===== src/rtl/avst_pkg.sv =====
// Shared types and helpers for the Avalon-ST channel adapter and its skid buffer.
package avst_pkg;

    typedef enum logic [1:0] {
        ST_IDLE,
        ST_PASS,
        ST_DROP
    } state_t;

    // Skid entry width: payload, narrowed channel, SOP and EOP.
    function automatic int beat_width(input int dataW, input int chanW);
        return dataW + chanW + 2;
    endfunction

    // Saturating increment of a counter that is `width` bits wide (width <= 32).
    function automatic logic [31:0] sat_inc(input logic [31:0] count, input int width);
        logic [31:0] maxVal;
        maxVal = (width >= 32) ? 32'hFFFF_FFFF : ((32'd1 << width) - 32'd1);
        return (count >= maxVal) ? count : count + 32'd1;
    endfunction

endpackage


===== src/rtl/avst_skid_buffer.sv =====
// Two-entry skid buffer with registered output and registered ready.
module avst_skid_buffer #(
    parameter int WIDTH = 8
) (
    input  logic             clk,
    input  logic             reset,
    input  logic             i_valid,
    output logic             o_ready,
    input  logic [WIDTH-1:0] i_data,
    output logic             o_valid,
    input  logic             i_ready,
    output logic [WIDTH-1:0] o_data
);

    logic [WIDTH-1:0] r_head;
    logic [WIDTH-1:0] r_tail;
    logic [1:0]       r_count;
    logic             r_ready;

    logic             w_push;
    logic             w_pop;
    logic [1:0]       w_countNext;

    assign w_push = i_valid && r_ready;
    assign w_pop  = (r_count != 2'd0) && i_ready;

    always_comb begin
        w_countNext = r_count;
        case ({w_push, w_pop})
            2'b10:   w_countNext = r_count + 2'd1;
            2'b01:   w_countNext = r_count - 2'd1;
            default: w_countNext = r_count;
        endcase
    end

    // Ready is computed from the next occupancy so it is a pure flop output.
    always_ff @(posedge clk) begin
        if (reset) begin
            r_head  <= '0;
            r_tail  <= '0;
            r_count <= 2'd0;
            r_ready <= 1'b0;
        end else begin
            r_count <= w_countNext;
            r_ready <= (w_countNext != 2'd2);
            if (w_pop) begin
                if (r_count == 2'd2) begin
                    r_head <= r_tail;
                end else if (w_push) begin
                    r_head <= i_data;
                end
            end else if (w_push) begin
                if (r_count == 2'd0) begin
                    r_head <= i_data;
                end else begin
                    r_tail <= i_data;
                end
            end
        end
    end

    assign o_valid = (r_count != 2'd0);
    assign o_ready = r_ready;
    assign o_data  = r_head;

endmodule


===== src/rtl/avst_channel_adapter_pkt.sv =====
// Avalon-ST channel adapter: classifies packets at SOP, drops out-of-range
// channels whole, narrows the channel and forwards through a skid buffer.
module avst_channel_adapter_pkt
    import avst_pkg::*;
#(
    parameter int DATA_W        = 8,
    parameter int IN_CHANNEL_W  = 8,
    parameter int OUT_CHANNEL_W = 1,
    parameter int MAX_CHANNEL   = 0,
    parameter int DROP_CNT_W    = 16
) (
    input  logic                     clk,
    input  logic                     reset,
    output logic                     in_ready,
    input  logic                     in_valid,
    input  logic [DATA_W-1:0]        in_data,
    input  logic [IN_CHANNEL_W-1:0]  in_channel,
    input  logic                     in_startofpacket,
    input  logic                     in_endofpacket,
    input  logic                     out_ready,
    output logic                     out_valid,
    output logic [DATA_W-1:0]        out_data,
    output logic [OUT_CHANNEL_W-1:0] out_channel,
    output logic                     out_startofpacket,
    output logic                     out_endofpacket,
    output logic [DROP_CNT_W-1:0]    drop_count,
    output logic [DROP_CNT_W-1:0]    proto_err_count
);

    localparam int BEAT_W = beat_width(DATA_W, OUT_CHANNEL_W);

    state_t                   r_state;
    state_t                   w_stateNext;
    logic [OUT_CHANNEL_W-1:0] r_chan;
    logic [DROP_CNT_W-1:0]    r_dropCount;
    logic [DROP_CNT_W-1:0]    r_errCount;

    logic                     w_accept;
    logic                     w_chanOk;
    logic                     w_fwd;
    logic                     w_latch;
    logic                     w_dropInc;
    logic                     w_errInc;
    logic [OUT_CHANNEL_W-1:0] w_beatChan;
    logic [BEAT_W-1:0]        w_inBeat;
    logic [BEAT_W-1:0]        w_outBeat;

    assign w_accept = in_valid && in_ready;
    assign w_chanOk = $unsigned(32'(in_channel)) <= $unsigned(32'(MAX_CHANNEL));

    // Any SOP reclassifies the packet; a SOP outside IDLE is also a framing error.
    always_comb begin
        w_stateNext = r_state;
        w_fwd       = 1'b0;
        w_latch     = 1'b0;
        w_dropInc   = 1'b0;
        w_errInc    = 1'b0;
        if (w_accept) begin
            if (in_startofpacket) begin
                w_errInc = (r_state != ST_IDLE);
                if (w_chanOk) begin
                    w_fwd       = 1'b1;
                    w_latch     = 1'b1;
                    w_stateNext = in_endofpacket ? ST_IDLE : ST_PASS;
                end else begin
                    w_dropInc   = 1'b1;
                    w_stateNext = in_endofpacket ? ST_IDLE : ST_DROP;
                end
            end else begin
                case (r_state)
                    ST_PASS: begin
                        w_fwd = 1'b1;
                        if (in_endofpacket) w_stateNext = ST_IDLE;
                    end
                    ST_DROP: begin
                        if (in_endofpacket) w_stateNext = ST_IDLE;
                    end
                    default: begin
                        w_errInc    = 1'b1;
                        w_stateNext = ST_IDLE;
                    end
                endcase
            end
        end
    end

    always_ff @(posedge clk) begin
        if (reset) begin
            r_state     <= ST_IDLE;
            r_chan      <= '0;
            r_dropCount <= '0;
            r_errCount  <= '0;
        end else begin
            r_state <= w_stateNext;
            if (w_latch) r_chan <= in_channel[OUT_CHANNEL_W-1:0];
            if (w_dropInc) r_dropCount <= DROP_CNT_W'(sat_inc(32'(r_dropCount), DROP_CNT_W));
            if (w_errInc) r_errCount <= DROP_CNT_W'(sat_inc(32'(r_errCount), DROP_CNT_W));
        end
    end

    assign w_beatChan = in_startofpacket ? in_channel[OUT_CHANNEL_W-1:0] : r_chan;
    assign w_inBeat   = {in_data, w_beatChan, in_startofpacket, in_endofpacket};

    avst_skid_buffer #(
        .WIDTH(BEAT_W)
    ) u_skid (
        .clk    (clk),
        .reset  (reset),
        .i_valid(w_fwd),
        .o_ready(in_ready),
        .i_data (w_inBeat),
        .o_valid(out_valid),
        .i_ready(out_ready),
        .o_data (w_outBeat)
    );

    assign {out_data, out_channel, out_startofpacket, out_endofpacket} = w_outBeat;
    assign drop_count      = r_dropCount;
    assign proto_err_count = r_errCount;

endmodule


===== config.mk =====
export PLATFORM = sky130hd
export DESIGN_NAME = avst_channel_adapter_pkt
export DESIGN_NICKNAME = d
export VERILOG_FILES = /design/src/rtl/avst_pkg.sv /design/src/rtl/avst_skid_buffer.sv /design/src/rtl/avst_channel_adapter_pkt.sv
export SDC_FILE = /design/constraint.sdc
export NUM_CORES = 1
export LEC_CHECK = 0
export ABC_AREA = 1
export CAP_MARGIN = 20
export CORE_ASPECT_RATIO = 1.25
export CORE_MARGIN = 3
export CORE_UTILIZATION = 55
export DETAILED_ROUTE_END_ITERATION = 16
export HOLD_SLACK_MARGIN = 0.1
export PLACE_DENSITY_LB_ADDON = 0.08
export RECOVER_POWER = 100
export SLEW_MARGIN = 10
export SYNTH_ARGS = -nofsm -noshare
export SYNTH_HDL_FRONTEND = slang
export SYNTH_SLANG_ARGS = --single-unit

===== constraint.sdc =====
create_clock -name clk -period 2.78 [get_ports clk]
set_input_delay 0.556 -clock clk [delete_from_list [all_inputs] [get_ports clk]]
set_output_delay 0.556 -clock clk [all_outputs]
set_load 0.02 [all_outputs]

==> qor.yml, run 1 <==
outcome:
  status: "finished clean"
synth:
  syn_inst: 508
  async_flop_share_pct: 0
  synth_edf_count: 0
  synth_area_mm2: 0.00337
  ys_types: 31
  yosysWarningCount: 0
  synth_top_area_cell: "dfxtp_1"
  synth_area_leaders: "dfxtp_1 36%, nand2_1 17%, nor2_1 8.2%, inv_1 5.3%, a21oi_1 5.0%"
  synth_seq_area_share_pct: 35.6
  synth_top_area_share_pct: 35.6
  synthFlopType: "dfxtp_1"
  syn_nets: 536
  avgSynthCellArea_um2: 6.64
  synth-seq-cells: 60
global_routing:
  grt_most_used_layer: "met2"
  globalRouteMet3Util_pct: 5.20
  grt_util_met2_pct: 42.2
  track_usage_pct: 23.3
  grt_use_met1_pct: 26.5
  antenna_found_initial: 0
  grt_max_degree: 31
  grt_pass1_vias: 3204
  grt_pass1_wl_um: 13600
  grt_overflow: 0
sta:
  rsz0062_at_grt: "no"
  fin_crit_ns: 2.31
  fmax_mhz: 434
  clock_skew_ns: 0.00730
  slew_violations: 0
  fin_ws_ns: 0.473
  setup_violations: 0
  slew_headroom_pct: 40.5
  worstMarginPinSlew_ns: 0.891
  timing.final.crit_share_pct: 83.0
  hold_viol: 0
  setup_tns_ns: 0
placed_design:
  gp_congestion: 0.838
  post-place-ws_ns: 0.320
  placed_cells: 642
  io_buffers: 66
  dp_hpwl_um: 5370
  place_area_mm2: 0.00406
floorplan:
  die_w_um: 76.0
  die_area_mm2: 0.00711
  rows: 31
  die_h_um: 93.5
  io_pins: 67
  start_util_pct: 57.6
  core-area_mm2: 0.00586
job:
  cap_violations: 0
final_layout:
  fin_nets: 599
  final_cells: 658
  utilization_pct: 72.4
  area.growth.synth_to_final_pct: 25.8
  n_antenna_cell: 0
  layout-drive-gt1-share_pct: 8.68
  final_cell_area_mm2: 0.00424
detailed_routing:
  drtAntennaViolNets: 0
  vias: 3283
  drt-total-wl_um: 7760
  firstDrtPassIters: 4
  wl_per_cell_um: 11.8
  drc: 0
  drtIter0Drc: 115
  viasPerCell: 4.99
critical_path:
  worstPathCellList: "dlygate4sd3_1 > nor2_1 > nand2_1 > o21ai_2 > nand2_1 > ha_1 > nor2_1 > clkbuf_2 > nand3_1 > nand2_1 > nor2_1"
  crit_slowest_cell: "dlygate4sd3_1"
  cp-start-kind: "input pin"
  crit_type: "in -> reg"
  endpoint_kind: "register"
  path_depth: 11
  r2r_cells: 11
  worst-path-buf-inv: 2
  worst_ep_arrival_time_ns: 2.54
  path_max_fanout: 22
  cpPeakStageDelay_ns: 0.54
  worstPathRequired_ns: 3.01
  cp_top_family: "buffers and inverters"
cts:
  cts_max_path_buffers: 2
  cts_setup_buffers: 0
  worstSkewPairLatency_ns: 0.34
  cts.reportedPaths.clkPinSlew_ns: 0.06
  cts_tree: "done"
  cts_resized: 0
  cts_sinks: 60
  root_buffer: "clkbuf_8"
  cts_hold_buf: 0
  htree_levels: 3
  cts_buffers: 9
worst_hold_path:
  timing.hold.worst.class: "reg -> reg"
  min_path_cells: 2
power_and_ir_drop:
  p_per_area_mw_per_mm2: 472
  p_leak_nw: 1.84
  peakVddDrop_mv: 0.438
==> placed cells by master (no fill, tap or decap), types with 7 or more instances in the layout <==
cell type,instances
clkbuf_8,12
nand2_1,152
inv_1,48
nor2_2,8
a21oi_1,37
dlygate4sd3_1,47
o21ai_0,19
clkdlybuf4s50_1,19
nor2_1,75
xnor2_1,8
nand3_1,31
dfxtp_1,60
xor2_1,11
a21oi_2,7
==> area by class of cell <==
cell class | count | area (um2)
multi-input combinational | 376 | 1810
clock inverter | 3 | 67.6
inverter | 53 | 201
timing repair buffer | 71 | 688
fill | 500 | 1620
clock buffer | 13 | 169
tap | 82 | 103
sequential | 60 | 1200
==> cells by family after synthesis <==
family	Yosys count	share of synthesized area (%)
XOR/XNOR	19	4.94
buffers and inverters	72	9.35
AO/OA/AOI/OAI	67	11.4
AND/OR/NAND/NOR	284	36.5
flip-flops	60	35.6
adder cells (fa/ha/maj)	6	2.23
==> stage by stage <==
step | hold WS, ns | total power (W)
4_1_cts | 0.457 | 0.00203
3_5_place_dp | 0.446 | 0.00111
5_1_grt | 0.498 | 0.00209
2_1_floorplan | 0.425 | 0.00103
3_3_place_gp | 0.438 | 0.00110
6_report | 0.459 | 0.00200
==> cell usage after synthesis (4+ instances only) <==
cell / n
buf_4: 4
nand2_1: 151
buf_2: 4
nand4_1: 4
ha_1: 6
a21oi_2: 10
inv_1: 48
a21oi_1: 34
nand2_2: 5
nand3_1: 29
inv_2: 4
xnor2_1: 8
nor2_1: 74
xor2_1: 11
nor2_4: 4
dfxtp_1: 60
clkbuf_1: 7
o21ai_0: 19
nor2_2: 7
==> power by group <==
group | internal [W] | switching (W)
registers | 0.000872 | 0.0000102
clock network | 0.000579 | 0.000347
logic | 0.0000751 | 0.000119
total | 0.00153 | 0.000476
==> worst paths after layout <==
kind | from | to | slack, ns
setup reg to reg | r_state[1] | u_skid.o_data[5] | 0.89
hold / removal | r_chan | r_chan | 0.46
hold reg to reg | r_chan | r_chan | 0.46
setup / recovery | in_channel[4] | u_skid.o_data[5] | 0.47
==> sequential cells by signal, indices dropped and copies added, names as in the netlist <==
signal	count
r_chan	1
u_skid.r_count	2
u_skid.o_data	11
proto_err_count	16
drop_count	16
u_skid.r_tail	11
r_state	2
u_skid.o_ready	1
==> worst reg2reg max path, stage by stage (launching register included) <==
cell      delay, ns
dfxtp_1        0.32
inv_1          0.07
ha_1           0.13
nor2_1         0.04
nor2_1         0.16
nand2_1        0.14
ha_1           0.20
nor2_1         0.09
clkbuf_2       0.38
nand3_1        0.12
nand2_1        0.08
nor2_1         0.06
==> metal layers <==
layer | share of wire [%] | up-vias | wire, um
met5 | 0 | - | 0
met4 | 1.4 | 0 | 108
met3 | 3.8 | 9 | 292
met2 | 52 | 65 | 4030
met1 | 43 | 1499 | 3330
li1 | - | 1710 | -
(Power assumes the default switching activity.)
==> run 2, diff against run 1 <==
--- a/config.mk
+++ b/config.mk
@@ -9,7 +9,7 @@
 export CAP_MARGIN = 20
 export CORE_ASPECT_RATIO = 1.25
 export CORE_MARGIN = 3
-export CORE_UTILIZATION = 55
+export CORE_UTILIZATION = 47
 export DETAILED_ROUTE_END_ITERATION = 16
 export HOLD_SLACK_MARGIN = 0.1
 export PLACE_DENSITY_LB_ADDON = 0.08
==> constraint.sdc (replaced) <==
create_clock -name clk -period 2 [get_ports clk]
set_input_delay 0.4 -clock clk [delete_from_list [all_inputs] [get_ports clk]]
set_output_delay 0.4 -clock clk [all_outputs]
set_load 0.02 [all_outputs]
==> run 2 against run 1 <==
Net effect: count of clock-buffer cells in the layout decreased by 4; global-route usage decreased by 2.5 points; total power increased by 51%; flip-flop and latch count unchanged; wire length increased by 1.2%; register-to-register slack got worse by 0.70 ns; critical path depth decreased by 10; highest routed layer unchanged.
==> qor.yml, run 2 (synthesized netlist as in run 1, its figures left out) <==
cts:
  htree_levels: 3  # unchanged
  cts_max_path_buffers: 2  # unchanged
  cts_buffers: 9  # unchanged
  root_buffer: "clkbuf_8"
  cts.reportedPaths.clkPinSlew_ns: 0.07  # about the same
  worstSkewPairLatency_ns: 0.35  # about the same
  cts_hold_buf: 0  # unchanged
  cts_tree: "done"
  cts_sinks: 60  # unchanged
  cts_setup_buffers: 0  # unchanged
critical_path:
  worstPathCellList: "dlygate4sd3_1"
  worstPathRequired_ns: 1.60  # -1.41 ns
  crit_slowest_cell: "dlygate4sd3_1"
  worst_ep_arrival_time_ns: 1.51  # -1.03 ns
  cpPeakStageDelay_ns: 0.71  # +0.17 ns
  worst-path-buf-inv: 1  # -1
  endpoint_kind: "output port"
  cp_top_family: "buffers and inverters"
  path_max_fanout: 6  # -73%
  crit_type: "reg -> out"
  cp-start-kind: "register"
outcome:
  status: "finished clean"
detailed_routing:
  vias: 3350  # +2.0%
  firstDrtPassIters: 4  # unchanged
  viasPerCell: 4.96  # -0.68%
  drtAntennaViolNets: 0  # unchanged
  wl_per_cell_um: 11.6  # -1.5%
  drt-total-wl_um: 7850  # +1.2%
  drc: 0  # unchanged
  drtIter0Drc: 135  # +17%
power_and_ir_drop:
  peakVddDrop_mv: 0.495  # +13%
  p_leak_nw: 1.93  # +4.9%
  p_per_area_mw_per_mm2: 682  # +45%
sta:
  fin_ws_ns: 0.0905  # -0.383 ns
  slew_violations: 0  # unchanged
  hold_viol: 0  # unchanged
  setup_violations: 0  # unchanged
  hold-worst-slack_ns: 0.463  # +0.00448 ns
  slew_headroom_pct: 39.2  # -1.3 points
  timing.final.crit_share_pct: 95.5
  rsz0062_at_grt: "no"
  setup_tns_ns: 0  # unchanged
  fin_crit_ns: 1.91
  worstMarginPinSlew_ns: 0.911  # +0.0190 ns
  fmax_mhz: 524
  clock_skew_ns: 0.0104  # +0.00308 ns
floorplan:
  start_util_pct: 49.8  # -7.8 points
  die_h_um: 101  # +7.7%
  io_pins: 67  # unchanged
  die_area_mm2: 0.00823  # +16%
  rows: 33  # +6.5%
  core-area_mm2: 0.00677  # +16%
  die_w_um: 81.8  # +7.5%
final_layout:
  layout-drive-gt1-share_pct: 11.4  # +2.7 points
  area.growth.synth_to_final_pct: 31.6
  layout_commonest_cell: "nand2_1"
  fin_nets: 612  # +2.2%
  utilization_pct: 65.5  # -6.9 points
  final_cell_mix: "149 x nand2_1, 75 x nor2_1, 60 x dfxtp_1"
  n_antenna_cell: 0  # unchanged
  final_cells: 676  # +2.7%
  fill_cells: 636  # +27%
  register_area_mm2: 0.00120  # unchanged
  multi_input_area_mm2: 0.00183  # +0.76%
job:
  cap_violations: 0  # unchanged
placed_design:
  io_buffers: 66  # unchanged
  gp_congestion: 0.900  # +7.5%
  placed_cells: 660  # +2.8%
  post-place-ws_ns: -0.231  # -0.551 ns
  dp_hpwl_um: 5500  # +2.4%
global_routing:
  grt_pass1_wl_um: 13600  # +0.26%
  grt_max_degree: 31  # unchanged
  track_usage_pct: 20.8  # -2.5 points
  grt_overflow: 0  # unchanged
  antenna_found_initial: 0  # unchanged
  grt_pass1_vias: 3225  # +0.66%
worst_hold_path:
  timing.hold.worst.class: "reg -> reg"
==> run 2: power breakdown <==
group | internal (W) | switching (W) | total [W]
registers | 0.00121 | 0.0000138 | 0.00122
logic | 0.000140 | 0.000174 | 0.000314
clock network | 0.000962 | 0.000525 | 0.00149
==> run 2: worst paths after layout <==
path | start | end | slack (ns) | cells after the start
max | drop_count[3] | drop_count[3] | 0.09 | 1
min | u_skid.r_tail[2] | u_skid.r_tail[2] | 0.46 | 2
max reg2reg | proto_err_count[0] | proto_err_count[11] | 0.19 | 11
min reg2reg | u_skid.r_tail[2] | u_skid.r_tail[2] | 0.46 | 2
==> run 2: layout make-up <==
type	instances	area share, %
inverters	53	4.54
flip-flops and latches	60	27.1
repair buffers	84	18.7
clock inverters	7	3.30
well taps	87	2.45
clock buffers	9	2.79
multi-input cells	376	41.1
==> run 2: through the flow <==
step / total power [W] / cell area [um2]
after global placement: 0.00158 / 4240
after detailed placement: 0.00158 / 4240
after CTS: 0.00307 / 4510
after global routing: 0.00314 / 4440
after floorplan: 0.00143 / 3370
final: 0.00303 / 4440
==> run 2: routing by layer <==
layer	part of all wire, %	GRT usage [%]	up-vias
met2	50	35.6	75
li1	-	-	1739
met1	44	24.6	1523
met3	4.1	4.20	13
met5	0	0	-
met4	1.9	9.46	0
==> run 2: repair_timing <==
action	4_1_cts	5_1_grt
endpoints found under the hold margin	0	0
resized for setup	0	3
endpoints found under the setup margin	0	2
